<file path="src/rtl/pac_pkg.sv">
// rtl/pac_pkg.sv - shared constants and types for the dot/score tracking slice
package pac_pkg;

    localparam int DEFAULT_NUM_DOTS = 10;
    localparam logic [7:0] SCORE_MAX_BCD = 8'h99;

    typedef enum logic [1:0] {
        PLAY    = 2'd0,
        COMMIT  = 2'd1,
        CLEARED = 2'd2
    } track_state_t;

endpackage

</file>
<file path="src/rtl/bcd_sat_add.sv">
// rtl/bcd_sat_add.sv - two-digit BCD plus one-digit BCD addend, saturating at 99
module bcd_sat_add
    import pac_pkg::*;
(
    input  logic [7:0] a_bcd,
    input  logic [3:0] b_bcd,
    output logic [7:0] sum_bcd
);

    logic [4:0] units_raw;
    logic [4:0] tens_raw;
    logic [3:0] units;
    logic       carry;

    always_comb begin
        units_raw = {1'b0, a_bcd[3:0]} + {1'b0, b_bcd};
        carry     = (units_raw > 5'd9);
        units     = carry ? 4'(units_raw - 5'd10) : units_raw[3:0];
        tens_raw  = {1'b0, a_bcd[7:4]} + {4'b0000, carry};
        // A tens carry means the true sum passed 99.
        sum_bcd   = (tens_raw > 5'd9) ? SCORE_MAX_BCD : {tens_raw[3:0], units};
    end

endmodule

</file>
<file path="src/rtl/dot_score_tracker.sv">
// rtl/dot_score_tracker.sv - alive-dot mask owner, per-frame dot commit and BCD score
module dot_score_tracker
    import pac_pkg::*;
#(
    parameter int         NUM_DOTS      = DEFAULT_NUM_DOTS,
    parameter logic [3:0] SCORE_PER_DOT = 4'd1
) (
    input  logic                Clk,
    input  logic                Reset,
    input  logic                frame_start,
    input  logic                restart,
    input  logic [NUM_DOTS-1:0] kill_10,
    output logic [NUM_DOTS-1:0] alive_10,
    output logic [7:0]          score_bcd,
    output logic                eat_pulse,
    output logic                level_clear,
    output logic                busy
);

    localparam int IDX_W = (NUM_DOTS > 1) ? $clog2(NUM_DOTS) : 1;
    localparam logic [IDX_W-1:0] LAST_IDX = IDX_W'(NUM_DOTS - 1);

    track_state_t        state;
    logic [NUM_DOTS-1:0] pending;
    logic [NUM_DOTS-1:0] work;
    logic [IDX_W-1:0]    idx;
    logic [NUM_DOTS-1:0] live_kills;
    logic [NUM_DOTS-1:0] frame_kills;
    logic [7:0]          score_next;

    assign live_kills  = kill_10 & alive_10;
    assign frame_kills = pending | live_kills;

    bcd_sat_add u_bcd_sat_add (
        .a_bcd   (score_bcd),
        .b_bcd   (SCORE_PER_DOT),
        .sum_bcd (score_next)
    );

    assign busy        = (state == COMMIT) && !restart;
    assign eat_pulse   = (state == COMMIT) && work[idx] && !restart;
    assign level_clear = (state == CLEARED) && !restart;

    always_ff @(posedge Clk or negedge Reset) begin
        if (!Reset) begin
            alive_10  <= '1;
            pending   <= '0;
            work      <= '0;
            score_bcd <= 8'h00;
            idx       <= '0;
            state     <= PLAY;
        end else if (restart) begin
            alive_10  <= '1;
            pending   <= '0;
            work      <= '0;
            score_bcd <= 8'h00;
            idx       <= '0;
            state     <= PLAY;
        end else begin
            // Kills gather in every state; only a PLAY frame boundary drains them.
            pending <= frame_kills;
            case (state)
                PLAY: begin
                    if (frame_start) begin
                        work     <= frame_kills;
                        pending  <= '0;
                        alive_10 <= alive_10 & ~frame_kills;
                        idx      <= '0;
                        state    <= COMMIT;
                    end
                end
                COMMIT: begin
                    if (work[idx]) begin
                        score_bcd <= score_next;
                    end
                    if (idx == LAST_IDX) begin
                        state <= (alive_10 == '0) ? CLEARED : PLAY;
                    end else begin
                        idx <= idx + IDX_W'(1);
                    end
                end
                CLEARED: begin
                    state <= CLEARED;
                end
                default: begin
                    state <= PLAY;
                end
            endcase
        end
    end

endmodule

</file>
<file path="config.mk">
export PLATFORM = sky130hd
export DESIGN_NAME = dot_score_tracker
export DESIGN_NICKNAME = d
export VERILOG_FILES = /design/src/rtl/pac_pkg.sv /design/src/rtl/bcd_sat_add.sv /design/src/rtl/dot_score_tracker.sv
export SDC_FILE = /design/constraint.sdc
export NUM_CORES = 1
export LEC_CHECK = 0
export ABC_AREA = 0
export ABC_CLOCK_PERIOD_IN_PS = 7900
export CAP_MARGIN = 5
export CORE_ASPECT_RATIO = 1.75
export CORE_MARGIN = 8
export CORE_UTILIZATION = 40
export DETAILED_ROUTE_END_ITERATION = 10
export PLACE_DENSITY = 0.72
export SETUP_SLACK_MARGIN = 0.2
export SYNTH_ARGS = -nofsm -noshare
export SYNTH_HDL_FRONTEND = slang
export SYNTH_SLANG_ARGS = --single-unit
</file>
<file path="constraint.sdc">
create_clock -name Clk -period 7.9 [get_ports Clk]
set_clock_uncertainty 0.15 [all_clocks]
set_input_delay 0.79 -clock Clk [delete_from_list [all_inputs] [get_ports Clk]]
set_output_delay 0.79 -clock Clk [all_outputs]
set_load 0.02 [all_outputs]
</file>
==> results.json <==
{
  "run_status": "finished, final reports clean",
  "power_uw": 489,
  "drtAntennaViolNets": 0,
  "end_kind": "flip-flop",
  "yosysSeqAreaShare_pct": 50.9,
  "netlist_instances": 218,
  "die_y_um": 114,
  "synthMostInstantiatedCell": "nor2_1",
  "clockBufferDepth": 2,
  "tightest_slew_ps": 951,
  "crit_type": "reg -> reg",
  "dp_hpwl_um": 3520,
  "ys_ff_latch": 44,
  "post-route-min-period_ps": 3480,
  "post-cts-setup-buffer-count": 0,
  "die-area_sq_um": 8190,
  "antenna_found_initial": 0,
  "final_area_sq_um": 2680,
  "drt-total-wl_um": 4790,
  "synth_cell_types": 44,
  "drtPass1Iterations": 4,
  "clock_latency_ps": 300,
  "first_iter_violations": 55,
  "synthTopCellsByCount": "nor2_1 (36), dfrtp_1 (34), o21ai_0 (15), a21oi_1 (14), a211oi_1 (13)",
  "finish.utilization_pct": 51.0,
  "synth_edf_count": 0,
  "die_width_um": 71.9,
  "arrival_ps": 3510,
  "worst-path-buf-inv": 2,
  "clock_sinks": 44,
  "fin_crit_sh_pct": 44.0,
  "grt_max_degree": 45,
  "ff_latch_area_sq_um": 1110,
  "grt_pass1_wl_um": 8200,
  "worstPathRequired_ps": 7930,
  "core_area_sq_um": 5260,
  "fin_setup_tns_ps": 0,
  "start_util_pct": 41.7,
  "multi_input_area_sq_um": 997,
  "cp-start-kind": "flip-flop",
  "synthesis.nets": 239,
  "layout-drive-gt1-share_pct": 11.9,
  "viasPerCell": 5.61,
  "numCtsBuffers": 5,
  "timing.fmax_ghz": 0.287,
  "place_congestion": 0.791,
  "drv_slew": 0,
  "synth_area_per_cell_sq_um": 10.0,
  "critPathTopFamily": "compound AO/OA/AOI/OAI gates",
  "syn2layout_area_growth_pct": 22.3,
  "cp_cell_sequence": "inv_1, ha_1, inv_1, ha_1, a21oi_1, a2bb2oi_1, a211oi_1, ha_1, ha_1, o21a_1, o22a_1, a21oi_1, nand2_1, a22o_1",
  "synthTopCellsByArea": "dfrtp_1 (39%), dfstp_2 (12%), nor2_1 (6.2%)",
  "maxCapViolCount": 0,
  "critPathMostFrequentCell": "ha_1",
  "ioPinCount": 35,
  "synth_flop_cell": "dfrtp_1",
  "clk_pin_slew_ps": 80,
  "worstPathMaxFanout": 5,
  "cts_hold_buffers": 0,
  "port_buffers": 34,
  "ir_worst_vdd_v": 0.000121,
  "rr_startpoint": "score_bcd[0]$_DFFE_PN0P_",
  "first_global_vias": 1738,
  "relSlewSlack_pct": 36.6,
  "rsz0062_at_grt": "no",
  "wl_per_cell_um": 15.6,
  "async_reset_ff_share_pct": 100,
  "num_rows": 35,
  "gr-total-overflow": 0,
  "crit_slowest_cell": "dfrtp_1",
  "synth_top_area_share_pct": 38.9,
  "crit_start": "score_bcd[0]$_DFFE_PN0P_",
  "power_leakage_nw": 1.16,
  "cts_tree": "done",
  "yosys.area.top_type": "dfrtp_1",
  "hold_viol": 0,
  "grt_usage_pct": 12.5,
  "critPathMaxStageDelay_ps": 420,
  "nets": 272,
  "root_buffer": "clkbuf_8",
  "drc": 0,
  "ctsResizeCount": 0,
  "vias": 1723,
  "syn-cell-area_sq_um": 2190,
  "post_dp_cell_area_sq_um": 2570,
  "num-fill-cells": 490,
  "yosysWarnings": 0,
  "power_density_nw_per_um2": 183,
  "hp-start": "pending[1]$_DFF_PN0_",
  "worst_hold_path_type": "reg -> reg",
  "setup_viol": 0,
  "cts_max_level": 2,
  "antennaDiodeCount": 0
}
==> final timing paths <==
check | cells after the start | slack [ps] | end
worst max-delay path | 14 | 4420 | score_bcd[3]$_DFFE_PN0P_
worst min-delay path | 2 | 360 | pending[1]$_DFF_PN0_
worst max register to register | 14 | 4420 | score_bcd[3]$_DFFE_PN0P_
worst min register to register | 2 | 360 | pending[1]$_DFF_PN0_
max in group asynchronous | 1 | 6520 | pending[4]$_DFF_PN0_
min in group asynchronous | 1 | 480 | pending[8]$_DFF_PN0_
==> cell type report <==
cell class | instances | share of cell area [%]
multi-input combinational | 154 | 37.2
tap | 55 | 2.57
timing repair buffer | 36 | 13.1
inverter | 10 | 1.40
sequential | 44 | 41.6
clock inverter | 3 | 1.59
clock buffer | 5 | 2.57
==> power breakdown <==
part           switching (mW)  total (mW)  internal [mW]
Combinational          0.0368      0.0674         0.0306
Clock                  0.0758       0.169         0.0935
Sequential             0.0113       0.253          0.241
==> per-layer routing <==
| metal | share of wire [%] | up-vias | global-route usage (%) |
|---|---|---|---|
| met2 | 53 | 35 | 21.9 |
| met4 | 2.4 | 0 | 6.31 |
| met3 | 3.9 | 12 | 2.81 |
| li1 | - | 843 | - |
| met5 | 0 | - | 0 |
| met1 | 41 | 833 | 13.7 |
==> tightest hold or removal path: cells and delay by family, from the launching register on <==
| family | cells | cell delay [ps] |
|---|---|---|
| AND/OR/NAND/NOR | 1 | 80 |
| flip-flops | 1 | 340 |
| AO/OA/AOI/OAI | 1 | 50 |
==> logic make-up after synthesis <==
family / synth area share [%]
AO/OA/AOI/OAI: 22.1
multiplexers: 2.86
XOR/XNOR: 2.00
AND/OR/NAND/NOR: 14.3
adder cells (fa/ha/maj): 4.00
flip-flops: 50.9
buffers and inverters: 3.83
==> through the flow <==
step	hold WS, ps	setup WS (ps)	std cells
floorplan	319	4690	218
global placement	336	4490	299
detailed placement	347	4450	299
CTS	367	4420	307
global route	394	4250	307
finish	363	4420	307
==> registers in the layout, summed over array words and instances, names as in the netlist <==
signal / flops
idx: 4
alive_10: 10
state: 2
work: 10
score_bcd: 8
pending: 10
==> placed cells by master, fill, tap and decap left out, drive strengths merged, types with 2 or more instances in the layout <==
cell / instances
a22o: 4
mux2i: 4
nand4: 2
clkbuf: 5
o22a: 2
a21o: 10
nand2: 10
dfstp: 10
nor2b: 4
buf: 3
o21ai: 16
or2: 2
nor3: 3
clkdlybuf4s50: 33
dfrtp: 34
ha: 7
xnor2: 2
inv: 10
a21oi: 14
a211oi: 13
nor2: 37
xor2: 3
nand3: 3
No activity file was read; power rests on OpenSTA's default activity.
